### src/rtl/us_shot_scheduler_pkg.sv
// Shared constants for the ultrasonic shot scheduler: register map,
// FSM encoding and the read value returned for unmapped addresses.
package us_sched_pkg;

  localparam logic [7:0] CTRL      = 8'h00;
  localparam logic [7:0] FIRE_TIME = 8'h01;
  localparam logic [7:0] PULSE_LEN = 8'h02;
  localparam logic [7:0] PERIOD    = 8'h03;
  localparam logic [7:0] SHOTS     = 8'h04;
  localparam logic [7:0] WINDOW    = 8'h05;
  localparam logic [7:0] TX_TS     = 8'h06;
  localparam logic [7:0] ECHO_BASE = 8'h10;

  localparam logic [31:0] DEFAULT_RDATA = 32'hDEAD_BEEF;

  typedef enum logic [2:0] {
    IDLE   = 3'd0,
    ARMED  = 3'd1,
    FIRE   = 3'd2,
    LISTEN = 3'd3,
    GAP    = 3'd4
  } state_t;

  function automatic logic [31:0] max_u32(input logic [31:0] a, input logic [31:0] b);
    return (a > b) ? a : b;
  endfunction

endpackage

### src/rtl/us_shot_scheduler_if.sv
// Avalon-MM register port of the shot scheduler; the scheduler is the slave.
interface us_shot_scheduler_if;
  logic [15:0] address;
  logic        write;
  logic [31:0] writedata;
  logic        read;
  logic [31:0] readdata;
  logic        waitrequest;

  modport slave  (input address, write, writedata, read, output readdata, waitrequest);
  modport master (output address, write, writedata, read, input readdata, waitrequest);
endinterface

### src/rtl/us_shot_scheduler_echo_capture.sv
// One echo receiver: 2-flop synchroniser, registered rising-edge detect and a
// first-edge-per-shot timestamp latch (3 clocks pin-to-timestamp latency).
module echo_capture (
  input  logic        i_clock,
  input  logic        i_reset,
  input  logic        i_echo,
  input  logic        i_arm,
  input  logic        i_enable,
  input  logic [31:0] i_time_cnt,
  output logic        o_seen,
  output logic [31:0] o_ts
);
  logic [1:0]  r_sync;
  logic        r_prev;
  logic        r_rise;
  logic        r_seen;
  logic [31:0] r_ts;

  always_ff @(posedge i_clock or posedge i_reset) begin
    if (i_reset) begin
      r_sync <= '0;
      r_prev <= 1'b0;
      r_rise <= 1'b0;
      r_seen <= 1'b0;
      r_ts   <= '0;
    end else begin
      r_sync <= {r_sync[0], i_echo};
      r_prev <= r_sync[1];
      r_rise <= r_sync[1] & ~r_prev;
      if (i_arm) begin
        r_seen <= 1'b0;
      end else if (r_rise && i_enable && !r_seen) begin
        r_seen <= 1'b1;
        r_ts   <= i_time_cnt;
      end
    end
  end

  assign o_seen = r_seen;
  assign o_ts   = r_ts;
endmodule

### src/rtl/us_shot_scheduler.sv
// Ultrasonic shot scheduler: fires piezo bursts against the RTC counter and
// timestamps receiver echoes per shot; configured over Avalon-MM.
//   state  | meaning
//   IDLE   | no sequence running, config writable
//   ARMED  | waiting for time_cnt to reach FIRE_TIME
//   FIRE   | piezo enable high for PULSE_LEN clocks
//   LISTEN | echo window open until max(WINDOW, PULSE_LEN)
//   GAP    | waiting for PERIOD before the next shot
module us_shot_scheduler
  import us_sched_pkg::*;
#(
  parameter int N_RX = 4
) (
  input  logic                i_clock,
  input  logic                i_reset,
  input  logic [31:0]         i_time_cnt,
  input  logic [N_RX-1:0]     i_echo,
  us_shot_scheduler_if.slave  avs,
  output logic                o_piezo_enable,
  output logic                o_busy,
  output logic                o_irq
);
  localparam int CTRL_W = 21 + N_RX;

  state_t      r_state, w_next;
  logic [31:0] r_fire_time, r_pulse_len, r_period, r_window, r_tx_ts, r_shot_cnt, r_rdata;
  logic [15:0] r_shots, r_shots_left;
  logic        r_done, r_aborted, r_irq, r_piezo, r_rd_done;

  logic [N_RX-1:0] w_rx_mask;
  logic [31:0]     w_echo_ts [N_RX];
  logic [7:0]      w_idx;
  logic            w_start, w_abort, w_irq_clr, w_due, w_period_hit;
  logic            w_shot_start, w_enable, w_seq_done, w_zero_start;
  logic [31:0]     w_pulse_eff, w_listen_end, w_diff, w_rdata;
  logic [CTRL_W-1:0] w_ctrl;
  logic            w_unused;

  assign w_idx        = avs.address[15:8];
  assign w_unused     = ^avs.address[7:0];
  assign w_start      = avs.write && (w_idx == CTRL) && avs.writedata[0];
  assign w_abort      = avs.write && (w_idx == CTRL) && avs.writedata[1];
  assign w_irq_clr    = avs.write && (w_idx == CTRL) && avs.writedata[2];
  assign w_pulse_eff  = (r_pulse_len == '0) ? 32'd1 : r_pulse_len;
  assign w_listen_end = max_u32(r_window, w_pulse_eff);
  // Sign of the wrapped difference makes the fire compare wrap-safe.
  assign w_diff       = i_time_cnt - r_fire_time;
  assign w_due        = ~w_diff[31];
  // Counter is 0 the cycle after a shot start, so +1 spaces shot starts by PERIOD.
  assign w_period_hit = ({1'b0, r_shot_cnt} + 33'd1) >= {1'b0, r_period};

  always_ff @(posedge i_clock or posedge i_reset) begin
    if (i_reset) begin
      r_state <= IDLE;
      r_piezo <= 1'b0;
    end else begin
      r_state <= w_next;
      r_piezo <= (w_next == FIRE);
    end
  end

  always_comb begin
    w_next = r_state;
    case (r_state)
      IDLE:    if (w_start && r_shots != '0) w_next = ARMED;
      ARMED:   if (w_due) w_next = FIRE;
      FIRE:    if (r_shot_cnt >= w_pulse_eff - 32'd1) w_next = LISTEN;
      LISTEN:  if (r_shot_cnt >= w_listen_end) w_next = (r_shots_left != '0) ? GAP : IDLE;
      GAP:     if (w_period_hit) w_next = FIRE;
      default: w_next = IDLE;
    endcase
    if (w_abort) w_next = IDLE;
  end

  always_comb begin
    o_busy       = (r_state != IDLE);
    w_enable     = (r_state == FIRE) || (r_state == LISTEN);
    w_shot_start = (w_next == FIRE) && ((r_state == ARMED) || (r_state == GAP));
    w_seq_done   = (r_state == LISTEN) && (w_next == IDLE) && !w_abort;
    w_zero_start = (r_state == IDLE) && w_start && !w_abort && (r_shots == '0);
  end

  assign o_piezo_enable = r_piezo;
  assign o_irq          = r_irq;

  always_ff @(posedge i_clock or posedge i_reset) begin
    if (i_reset) begin
      r_fire_time  <= '0;
      r_pulse_len  <= '0;
      r_period     <= '0;
      r_window     <= '0;
      r_shots      <= '0;
      r_shots_left <= '0;
      r_tx_ts      <= '0;
      r_shot_cnt   <= '0;
      r_done       <= 1'b0;
      r_aborted    <= 1'b0;
      r_irq        <= 1'b0;
    end else begin
      if (avs.write && r_state == IDLE) begin
        case (w_idx)
          FIRE_TIME: r_fire_time <= avs.writedata;
          PULSE_LEN: r_pulse_len <= avs.writedata;
          PERIOD:    r_period    <= avs.writedata;
          SHOTS:     r_shots     <= avs.writedata[15:0];
          WINDOW:    r_window    <= avs.writedata;
          default:   ;
        endcase
      end

      if (w_shot_start)              r_shot_cnt <= '0;
      else if (r_shot_cnt != '1)     r_shot_cnt <= r_shot_cnt + 32'd1;

      if (w_abort)                             r_shots_left <= '0;
      else if (r_state == IDLE && w_start)     r_shots_left <= r_shots;
      else if (w_shot_start)                   r_shots_left <= r_shots_left - 16'd1;

      if (w_shot_start) r_tx_ts <= i_time_cnt;

      if (w_abort) begin
        r_aborted <= 1'b1;
      end else if (r_state == IDLE && w_start) begin
        r_aborted <= 1'b0;
        r_done    <= (r_shots == '0);
      end else if (w_seq_done) begin
        r_done <= 1'b1;
      end

      if (w_abort || w_seq_done || w_zero_start) r_irq <= 1'b1;
      else if (w_irq_clr)                        r_irq <= 1'b0;
    end
  end

  for (genvar g = 0; g < N_RX; g++) begin : g_echo
    echo_capture u_echo (
      .i_clock    (i_clock),
      .i_reset    (i_reset),
      .i_echo     (i_echo[g]),
      .i_arm      (w_shot_start),
      .i_enable   (w_enable),
      .i_time_cnt (i_time_cnt),
      .o_seen     (w_rx_mask[g]),
      .o_ts       (w_echo_ts[g])
    );
  end

  assign w_ctrl = {r_state, r_aborted, r_done, w_rx_mask, r_shots_left};

  always_comb begin
    w_rdata = DEFAULT_RDATA;
    case (w_idx)
      CTRL:      w_rdata = {{(32-CTRL_W){1'b0}}, w_ctrl};
      FIRE_TIME: w_rdata = r_fire_time;
      PULSE_LEN: w_rdata = r_pulse_len;
      PERIOD:    w_rdata = r_period;
      SHOTS:     w_rdata = {16'd0, r_shots};
      WINDOW:    w_rdata = r_window;
      TX_TS:     w_rdata = r_tx_ts;
      default: begin
        for (int i = 0; i < N_RX; i++) begin
          if (w_idx == ECHO_BASE + 8'(i)) w_rdata = w_echo_ts[i];
        end
      end
    endcase
  end

  // Every read stalls one cycle while the mux result is registered.
  always_ff @(posedge i_clock or posedge i_reset) begin
    if (i_reset) begin
      r_rd_done <= 1'b0;
      r_rdata   <= '0;
    end else begin
      r_rd_done <= avs.read & ~r_rd_done;
      if (avs.read && !r_rd_done) r_rdata <= w_rdata;
    end
  end

  assign avs.readdata    = r_rdata;
  assign avs.waitrequest = avs.read & ~r_rd_done;
endmodule

### src/flat_wrapper.sv
// flat-port wrapper written by rule: the top's interface ports become plain ports
module us_shot_scheduler_flat import us_sched_pkg::*;
#(
  parameter int N_RX = 4
)
  (i_clock, i_reset, i_time_cnt, i_echo, o_piezo_enable, o_busy, o_irq, avs_address, avs_write, avs_writedata, avs_read, avs_readdata, avs_waitrequest);
  us_shot_scheduler_if avs_i ();
  input  logic i_clock;
  input  logic i_reset;
  input  logic [31:0] i_time_cnt;
  input  logic [N_RX-1:0] i_echo;
  output logic o_piezo_enable;
  output logic o_busy;
  output logic o_irq;
  input wire logic [$bits(avs_i.address)-1:0] avs_address;
  input wire logic [$bits(avs_i.write)-1:0] avs_write;
  input wire logic [$bits(avs_i.writedata)-1:0] avs_writedata;
  input wire logic [$bits(avs_i.read)-1:0] avs_read;
  output wire logic [$bits(avs_i.readdata)-1:0] avs_readdata;
  output wire logic [$bits(avs_i.waitrequest)-1:0] avs_waitrequest;
  assign avs_i.address = avs_address;
  assign avs_i.write = avs_write;
  assign avs_i.writedata = avs_writedata;
  assign avs_i.read = avs_read;
  assign avs_readdata = avs_i.readdata;
  assign avs_waitrequest = avs_i.waitrequest;
  us_shot_scheduler #(.N_RX(N_RX)) u_core (.i_clock(i_clock), .i_reset(i_reset), .i_time_cnt(i_time_cnt), .i_echo(i_echo), .avs(avs_i), .o_piezo_enable(o_piezo_enable), .o_busy(o_busy), .o_irq(o_irq));
endmodule
### config.mk
export PLATFORM = sky130hd
export DESIGN_NAME = us_shot_scheduler_flat
export DESIGN_NICKNAME = d
export VERILOG_FILES = /design/src/rtl/us_shot_scheduler_pkg.sv /design/src/rtl/us_shot_scheduler_if.sv /design/src/rtl/us_shot_scheduler_echo_capture.sv /design/src/rtl/us_shot_scheduler.sv /design/src/flat_wrapper.sv
export SDC_FILE = /design/constraint.sdc
export NUM_CORES = 1
export LEC_CHECK = 0
export BUFFER_PORTS_ARGS = -buffer_cell sky130_fd_sc_hd__buf_2
export CAP_MARGIN = 30
export CORE_MARGIN = 8
export CORE_UTILIZATION = 45
export CTS_CLUSTER_DIAMETER = 100
export DETAILED_ROUTE_END_ITERATION = 8
export PLACE_DENSITY = 0.66
export SLEW_MARGIN = 20
export SYNTH_ARGS = -nofsm -noshare
export SYNTH_HDL_FRONTEND = slang
export SYNTH_SLANG_ARGS = --single-unit
### constraint.sdc
create_clock -name i_clock -period 32.1 [get_ports i_clock]
set_clock_uncertainty 0.05 [all_clocks]
set_input_delay 6.42 -clock i_clock [delete_from_list [all_inputs] [get_ports i_clock]]
set_output_delay 6.42 -clock i_clock [all_outputs]
set_load 0.03 [all_outputs]
==> impl_metrics.py, run 1 <==
metrics = {
    "critical_path": {
        "crit_type": "primary input to primary output",
        "cp.arrival_ns": 7.34,
        "critPathMaxFanout": 19,
        "r2r-end": "u_core.r_done",
        "ff2ff_path_depth": 26,
        "start_kind": "primary input",
        "cp-end-kind": "primary output",
        "reg2reg_slack_ns": 24.72,
        "critical_path_required_ns": 25.63,
        "r2r-start": "u_core.r_pulse_len[2]",
    },
    "place": {
        "placed_cell_area_um2": 24200,
        "pre_cts_ws_ns": 17.98,
        "gp_congestion": 0.906,
        "dp.cells": 2870,
        "port-buffer-count": 115,
        "dp_hpwl_um": 49400,
    },
    "synthesis": {
        "async_flop_share_pct": 100,
        "syn_inst": 2156,
        "synth_area_um2": 22800,
        "synth_warnings": 0,
        "synth_edf_count": 0,
        "synth_seq_cells": 412,
        "syn_avg_cell_area_um2": 10.6,
        "synth_cell_types": 69,
        "ys_seq_area_share_pct": 45.2,
        "ys.flop_type": "dfrtp_1",
        "syn_nets": 2405,
    },
    "power_and_ir_drop": {
        "power_mw": 1.49,
        "p_per_area_nw_per_um2": 57.7,
        "peakVddDrop_v": 0.0000478,
        "p_leak_nw": 12.6,
    },
    "routing": {
        "wl_per_cell_um": 23.3,
        "drt-pass1-iter-count": 9,
        "totalWireLength_um": 68900,
        "via_per_inst": 6.06,
        "num_vias": 18000,
        "drc_errors": 0,
        "drtIter0Drc": 1911,
        "ant_nets": 0,
    },
    "sta": {
        "fin_ws_ns": 18.29,
        "setup_violations": 0,
        "max_freq_ghz": 0.0724,
        "rsz0062_at_grt": "false",
        "hold_ws_ns": 0.297,
        "hold_viol_final": 0,
        "drv_slew": 0,
        "min_period_ns": 13.81,
        "fin_crit_sh_pct": 43.0,
        "fin_tns_setup_ns": 0,
        "max-slew-margin-rel_pct": 33.1,
        "worst_slew_pin_slew_ns": 0.998,
    },
    "floorplan": {
        "die_h_um": 241,
        "rows": 82,
        "initial_core_util_pct": 45.6,
        "core_area_um2": 50100,
        "die_w_um": 241,
        "design.portCount": 124,
        "die_area_um2": 58200,
    },
    "cts": {
        "htreeDepth": 2,
        "ctsResizeCount": 0,
        "clk_pin_slew_worst_paths_ns": 0.06,
        "clk_latency_ns": 0.59,
        "cts_buffers": 44,
        "cts_buffer_depth": 3,
        "post_cts_buffers": 0,
        "cts_tree": "yes",
        "root_buffer": "clkbuf_16",
        "cts_hold_buf": 0,
        "cts_sinks": 412,
    },
    "layout": {
        "fin_util_pct": 51.6,
        "drive_gt1_share_pct": 21.4,
        "finalInstanceArea_um2": 25800,
        "num-nets-final": 2500,
        "final_cells": 2962,
        "syn2layout_area_growth_pct": 13.3,
    },
    "global_routing": {
        "grt.overflow.total": 0,
        "grt_pass1_wl_um": 106000,
        "antenna_found_initial": 11,
        "grt_use_total_pct": 23.5,
        "grt_start_max_net_pins": 155,
        "grt_pass1_vias": 17900,
    },
    "hold_path": {
        "min-delay-path-class": "register to register",
        "hold_path_end": "u_core.g_echo[1].u_echo.r_sync[1]",
        "min_path_cells": 0,
        "min-delay-start": "u_core.g_echo[1].u_echo.r_sync[0]",
    },
    "flow_run": {
        "max_cap_viol_count": 0,
    },
    "status": {
        "outcome": "finished clean",
    },
}
-- synth_stat cells, types with 8 or more instances --
library cell	instances	area share [%]
dfrtp_1	412	45
mux2_2	241	12
nand2_1	215	3.5
ha_1	161	8.8
inv_1	108	1.8
nor2_1	95	1.6
o21ai_0	87	1.9
a21oi_1	80	1.8
clkbuf_1	76	1.3
mux2i_1	65	2.9
nand3_1	61	1.3
xnor2_1	53	2.0
nand4_1	46	1.3
a22oi_1	40	1.3
a21o_1	37	1.2
nor3_1	33	0.72
a221oi_1	32	1.2
o21a_1	31	1.0
o22ai_1	24	0.66
nor4_1	20	0.55
and3_1	17	0.47
a22o_1	15	0.58
buf_1	14	0.23
a31oi_1	13	0.36
xor2_1	13	0.50
o211ai_1	12	0.39
buf_2	11	0.24
nand2b_1	11	0.30
and4_1	10	0.38
a2111oi_0	9	0.35
nor2b_1	9	0.25
or4_1	9	0.30
o221ai_1	8	0.31
-- report_power, final --
group	total (mW)	switching [mW]	leakage, nW	internal [mW]
Sequential	0.713	0.0834	5.28	0.630
Clock	0.517	0.220	0.719	0.297
Combinational	0.262	0.133	6.58	0.129
Total	1.49	0.436	12.6	1.06
-- metal layers --
metal	GRT usage (%)	part of all wire [%]
met5	0	0.051
met4	6.72	2.7
met3	4.14	7.5
met2	36.9	46
met1	33.2	44
-- final cells by class --
| type | count | area [um2] |
|---|---|---|
| Fill cell | 4472 | 24200 |
| Multi-Input combinational cell | 1534 | 11800 |
| Sequential cell | 412 | 10300 |
| Clock buffer | 64 | 1290 |
| Timing Repair Buffer | 151 | 1040 |
| Tap cell | 672 | 841 |
| Inverter | 108 | 413 |
| Clock inverter | 16 | 169 |
| Antenna cell | 5 | 12.5 |
-- sequential cells by signal, summed over array words and instances, names as in the netlist, 3 cells and up --
name and count:
u_core.avs.readdata 32, u_core.g_echo.u_echo.o_seen 4, u_core.g_echo.u_echo.o_ts 128, u_core.g_echo.u_echo.r_prev 4, u_core.g_echo.u_echo.r_rise 4, u_core.g_echo.u_echo.r_sync 8, u_core.r_fire_time 32, u_core.r_period 32
u_core.r_pulse_len 32, u_core.r_shot_cnt 32, u_core.r_shots 16, u_core.r_shots_left 16, u_core.r_state 3, u_core.r_tx_ts 32, u_core.r_window 32
-- critical path: stages --
cell	delay (ns)
buf_2	0.09
nand2b_2	0.05
inv_1	0.33
buf_16	0.21
buf_2	0.22
-- cells in the final DEF (no fill, tap or decap), types with 12 or more instances in the layout --
cell type / instances
a31oi_1: 13
buf_2: 116
o211ai_1: 12
nand2_1: 215
xor2_1: 13
dfrtp_1: 412
nand4_1: 46
mux2_2: 241
o22ai_1: 24
and3_1: 17
ha_1: 161
inv_1: 107
nand3_1: 61
nor2_1: 89
o21a_1: 31
clkbuf_16: 45
o21ai_0: 87
a22o_1: 15
a21oi_1: 80
a21o_1: 37
nor3_1: 30
a221oi_1: 32
mux2i_1: 65
buf_4: 22
a22oi_1: 40
xnor2_1: 53
nor4_1: 20
-- kinds of logic (layout without fill, tap and decap cells) --
logic type	Yosys count	after routing	synth area share [%]
buffers and inverters	210	339	3.55
muxes	306	306	14.7
other	0	5	0
and+or+nand+nor	553	553	11.7
DFF	412	412	45.2
adders and majority gates	161	161	8.83
AOI/OAI and AO/OA	448	448	13.5
xor gates and xnor gates	66	66	2.53
-- worst max path at each step --
| stage | from | end | slack [ns] | cells after the start |
|---|---|---|---|---|
| detailed placement | avs_read | avs_waitrequest | 17.98 | 4 |
| finish | avs_read | avs_waitrequest | 18.29 | 5 |
| global placement | avs_read | avs_waitrequest | 17.98 | 4 |
| CTS | avs_read | avs_waitrequest | 17.96 | 4 |
| global route | avs_read | avs_waitrequest | 18.28 | 5 |
| floorplan | i_reset | u_core.avs.readdata[0] | 14.17 | 1 |
(Power assumes the default switching activity.)
==> run 2, diff against run 1 <==
- clock period: 32.1 -> 12.84 ns (I/O delays scaled with it)
==> run 2 against run 1 <==
Critical path depth is 20 higher. Cell count up 0.10%. Total power rose to 2.5 times the previous value. Sequential power grew to 2.5 times the previous value. Highest routed layer unchanged. Global-route usage up 0.092 points. Largest power group unchanged.
==> impl_metrics.py, run 2 (same netlist as run 1, synthesis figures left out) <==
metrics = {
    "power_and_ir_drop": {
        "seqPwrFrac_pct": 47.5,
        "p_leak_nw": 12.6,
        "comb_power_share_pct": 17.3,
        "peakVddDrop_v": 0.000114,
        "sw_frac_of_total_pct": 29.2,
        "p_sw_mw": 1.10,
        "p_clk_share_pct": 35.2,
        "internal_power_mw": 2.66,
        "power_mw": 3.76,
        "p_per_area_nw_per_um2": 145,
    },
    "routing": {
        "drc_errors": 0,
        "totalWireLength_um": 69400,
        "num_vias": 18100,
        "via_per_inst": 6.10,
        "wl_per_cell_um": 23.4,
        "drtIter0Drc": 1760,
        "ant_nets": 0,
        "drt-pass1-iter-count": 6,
    },
    "floorplan": {
        "initial_core_util_pct": 45.6,
        "die_h_um": 241,
        "rows": 82,
        "die_w_um": 241,
        "core_area_um2": 50100,
        "design.portCount": 124,
        "die_area_um2": 58200,
    },
    "sta": {
        "max-slew-margin-rel_pct": 31.2,
        "hold_viol_final": 0,
        "setup_violations": 0,
        "fin_crit_sh_pct": 58.7,
        "fin_tns_setup_ns": 0,
        "min_period_ns": 7.53,
        "rsz0062_at_grt": "false",
        "worst_slew_pin_slew_ns": 1.02,
        "max_freq_ghz": 0.133,
        "drv_slew": 0,
    },
    "critical_path": {
        "cp_common_cell": "o21a_1",
        "critical_path_required_ns": 13.31,
        "cp-end-kind": "register",
        "crit_type": "register to register",
        "cp.arrival_ns": 8.00,
        "slowest_stage": "a2111oi_0",
        "max_stage_delay_ns": 0.90,
        "critPathMaxFanout": 32,
        "start_kind": "register",
    },
    "layout": {
        "fillers": 4488,
        "finalInstanceArea_um2": 25900,
        "multi_input_area_um2": 11800,
        "final_cell_mix": "dfrtp_1 (412), mux2_2 (241), nand2_1 (215)",
        "layout.cells.most_common": "dfrtp_1",
        "num-nets-final": 2501,
        "drive_gt1_share_pct": 21.6,
        "final_cells": 2965,
        "syn2layout_area_growth_pct": 13.5,
        "fin_util_pct": 51.7,
        "seqCellArea_um2": 10300,
        "largest_reg_flops": 128,
    },
    "place": {
        "dp_hpwl_um": 49500,
        "placed_cell_area_um2": 24300,
        "dp.cells": 2872,
        "port-buffer-count": 115,
        "gp_congestion": 0.913,
    },
    "cts": {
        "clk_pin_slew_worst_paths_ns": 0.07,
        "htreeDepth": 2,
        "root_buffer": "clkbuf_16",
        "cts_hold_buf": 0,
        "clk_latency_ns": 0.59,
        "ctsResizeCount": 0,
        "cts_sinks": 412,
        "post_cts_buffers": 0,
        "cts_buffer_depth": 3,
        "cts_buffers": 45,
        "cts_tree": "yes",
    },
    "hold_path": {
        "min-delay-path-class": "register to register",
    },
    "global_routing": {
        "grt_pass1_vias": 17700,
        "grt_use_total_pct": 23.6,
        "grt_start_max_net_pins": 164,
        "grt.overflow.total": 0,
        "antenna_found_initial": 11,
        "grt_pass1_wl_um": 106000,
    },
    "status": {
        "outcome": "finished clean",
    },
    "flow_run": {
        "max_cap_viol_count": 0,
    },
}
==> run 2: cell types whose count changed in the layout (fill, tap and decap cells not counted), sizes merged <==
| cell | before | now |
|---|---|---|
| buf | 150 | 151 |
| bufinv | 2 | 3 |
| clkbuf | 64 | 62 |
| clkinv | 10 | 6 |
| clkinvlp | 2 | 8 |
| diode | 5 | 6 |
| dlymetal6s2s | 1 | 0 |
| inv | 110 | 111 |
==> run 2: power groups by stage <==
stage	Clock [mW]	Combinational (mW)	Sequential, mW
final	1.32	0.652	1.79
after floorplan	0	0.471	1.75
after global placement	0	0.616	1.78
after CTS	1.35	0.652	1.78
after global routing	1.40	0.731	1.82
after detailed placement	0	0.647	1.80
==> run 2: path summary, 6_finish.rpt <==
path                            cells past startpoint                                 to  slack (ns)                         startpoint
worst max register to register                     25                      u_core.r_done        5.31              u_core.r_pulse_len[2]
max in group asynchronous                           6   u_core.g_echo[0].u_echo.o_ts[26]        9.27                            i_reset
worst min-delay path                                0  u_core.g_echo[1].u_echo.r_sync[1]        0.30  u_core.g_echo[1].u_echo.r_sync[0]
worst max-delay path                               25                      u_core.r_done        5.31              u_core.r_pulse_len[2]
min in group asynchronous                           2    u_core.g_echo[2].u_echo.o_ts[6]        1.88                            i_reset
worst min register to register                      0  u_core.g_echo[1].u_echo.r_sync[1]        0.30  u_core.g_echo[1].u_echo.r_sync[0]
==> run 2: layout make-up <==
type / instances / area share (%)
clock buffers: 62 / 4.98
repair buffers: 151 / 4.03
well taps: 672 / 3.25
multi-input cells: 1534 / 45.5
inverters: 108 / 1.58
diodes: 6 / 0.0580
clock inverters: 20 / 0.812
flip-flops and latches: 412 / 39.8
==> run 2: worst max-delay path, delay by kind of cell, from the launching register on <==
kind	cells	cell delay, ns
and+or+nand+nor	9	2.05
AOI/OAI and AO/OA	12	3.67
adders and majority gates	2	0.45
buffers and inverters	1	0.51
muxes	1	0.28
DFF	1	0.44
==> run 2: metal layers <==
layer	GRT usage [%]	routed length, um	vias to the layer above
met1	33.5	30600	9119
li1	-	-	8113
met3	4.36	5300	119
met5	0	40	-
met4	6.78	1740	6
met2	36.6	31700	738
==> run 2: stage by stage <==
| stage | worst slack (ns) | hold WS, ns |
|---|---|---|
| 6_report | 5.31 | 0.296 |
| 5_1_grt | 4.91 | 0.300 |
| 4_1_cts | 5.33 | 0.298 |
| 3_5_place_dp | 5.32 | 0.285 |
| 3_3_place_gp | 5.42 | 0.284 |
| 2_1_floorplan | 4.67 | 0.281 |
==> run 3, diff against run 2 <==
- clock period: 12.84 -> 7.91 ns (I/O delays scaled with it)
==> run 3 against run 2 <==
Maximum frequency is 1.0% higher. Flip-flop and latch count did not move. Register-to-register slack got worse by 4.9 ns. Non-clock buffer count up 1. Critical path type unchanged. Critical endpoint unchanged. Largest cell class unchanged. Combinational power up 63%. Sequential power rose by 62%.
==> impl_metrics.py, run 3 (same netlist as run 1, synthesis figures left out) <==
metrics = {
    "layout": {
        "finalInstanceArea_um2": 25800,
        "drive_gt1_share_pct": 21.3,
        "largest_reg_flops": 128,
        "final_cells": 2959,
        "num-nets-final": 2499,
        "layout.cells.most_common": "dfrtp_1",
        "final_cell_mix": "dfrtp_1 (412), mux2_2 (241), nand2_1 (215)",
        "syn2layout_area_growth_pct": 13.1,
    },
    "critical_path": {
        "cp.depth": 25,
        "cp-end-kind": "register",
        "ff2ff_path_depth": 25,
        "crit_buf_inv": 1,
        "start_kind": "register",
        "cpLargestDelayFamily": "compound AO/OA/AOI/OAI gates",
        "critical_path_required_ns": 8.36,
        "critPathMaxFanout": 11,
        "cp.arrival_ns": 7.91,
        "cp_common_cell": "o21a_1",
        "max_stage_delay_ns": 1.00,
        "slowest_stage": "a2111oi_0",
        "crit_type": "register to register",
    },
    "global_routing": {
        "grt_start_max_net_pins": 192,
        "grt_pass1_vias": 18400,
        "grt_use_total_pct": 23.9,
        "grt.overflow.total": 0,
        "grt_pass1_wl_um": 109000,
        "antenna_found_initial": 8,
    },
    "routing": {
        "met1_length_um": 30400,
        "drc_errors": 0,
        "met3WireLength_um": 5310,
        "wl_met2_um": 31500,
        "totalWireLength_um": 69600,
        "ant_nets": 0,
        "drtIter0Drc": 2002,
        "via_per_inst": 6.14,
        "num_vias": 18200,
        "top_layer_used": "met5",
        "wl_per_cell_um": 23.5,
        "drt-pass1-iter-count": 9,
    },
    "sta": {
        "min_period_ns": 7.46,
        "fin_tns_setup_ns": 0,
        "fin_crit_sh_pct": 94.3,
        "worst_slew_pin_slew_ns": 1.06,
        "rsz0062_at_grt": "false",
        "max_freq_ghz": 0.134,
        "setup_violations": 0,
        "drv_slew": 0,
        "max-slew-margin-rel_pct": 27.2,
        "hold_viol_final": 0,
    },
    "floorplan": {
        "initial_core_util_pct": 45.6,
        "core_area_um2": 50100,
        "rows": 82,
        "die_w_um": 241,
        "design.portCount": 124,
        "die_h_um": 241,
        "die_area_um2": 58200,
    },
    "status": {
        "outcome": "finished clean",
    },
    "cts": {
        "htreeDepth": 2,
        "cts_buffer_depth": 3,
        "cts_hold_buf": 0,
        "root_buffer": "clkbuf_16",
        "clk_pin_slew_worst_paths_ns": 0.06,
        "ctsResizeCount": 0,
        "cts_sinks": 412,
        "post_cts_buffers": 0,
        "cts_tree": "yes",
        "clk_latency_ns": 0.57,
        "cts_buffers": 42,
    },
    "hold_path": {
        "min-delay-path-class": "register to register",
        "min_path_cells": 0,
    },
    "place": {
        "gp_congestion": 0.908,
        "dp_hpwl_um": 50000,
        "port-buffer-count": 115,
        "dp.cells": 2874,
        "placed_cell_area_um2": 24300,
    },
    "power_and_ir_drop": {
        "p_per_area_nw_per_um2": 236,
        "p_leak_nw": 12.5,
        "peakVddDrop_v": 0.000187,
    },
    "flow_run": {
        "max_cap_viol_count": 0,
    },
}
-- run 3: cell count changes in the layout (fill, tap and decap cells not counted), sizes merged --
cell,before,now
clkinv,6,7
clkbuf,62,57
clkinvlp,8,6
bufinv,3,6
inv,111,108
-- run 3: report_power, final --
part           switching (mW)  internal [mW]
logic                   0.542          0.522
registers               0.349           2.55
clock network           0.880           1.23
total                    1.77           4.31
-- run 3: worst register-to-register path: cells and delay by family (launching register included) --
| family | cells | cell delay (ns) |
|---|---|---|
| AO/OA/AOI/OAI | 13 | 3.93 |
| AND/OR/NAND/NOR | 8 | 2.00 |
| flip-flops | 1 | 0.44 |
| adder cells (fa/ha/maj) | 2 | 0.44 |
| buffers and inverters | 1 | 0.31 |
| multiplexers | 1 | 0.24 |
-- run 3: routing by layer --
layer  vias up  track usage [%]
met5         -                0
met4         6             8.33
met3       140             5.09
met2       748             37.3
met1      9170             32.8
li1       8100                -
-- run 3: area by class of cell --
type / count / area [um2]
inverters: 108 / 409
clock buffers: 56 / 1160
flip-flops and latches: 412 / 10300
multi-input cells: 1534 / 11800
diodes: 6 / 15.0
clock inverters: 19 / 265
fillers: 4472 / 24300
well taps: 672 / 841
repair buffers: 152 / 1030
-- run 3: final timing paths --
check | endpoint | startpoint | slack [ns]
worst max-delay path | u_core.r_done | u_core.r_pulse_len[2] | 0.45
worst min-delay path | u_core.g_echo[1].u_echo.r_sync[1] | u_core.g_echo[1].u_echo.r_sync[0] | 0.29
worst max register to register | u_core.r_done | u_core.r_pulse_len[2] | 0.45
worst min register to register | u_core.g_echo[1].u_echo.r_sync[1] | u_core.g_echo[1].u_echo.r_sync[0] | 0.29
max in group asynchronous | u_core.r_shot_cnt[25] | i_reset | 5.54
min in group asynchronous | u_core.g_echo[0].u_echo.o_ts[3] | i_reset | 1.07
-- run 3: per-stage QoR --
step	util [%]	total power, mW	setup WS [ns]	hold slack (ns)
final	51.5	6.08	0.453	0.294
after global routing	51.5	6.38	0.0464	0.300
after CTS	51.3	6.09	0.534	0.299
after detailed placement	48.5	3.98	0.612	0.286
after global placement	48.2	3.89	0.839	0.283
after floorplan	-	3.61	0.724	0.281
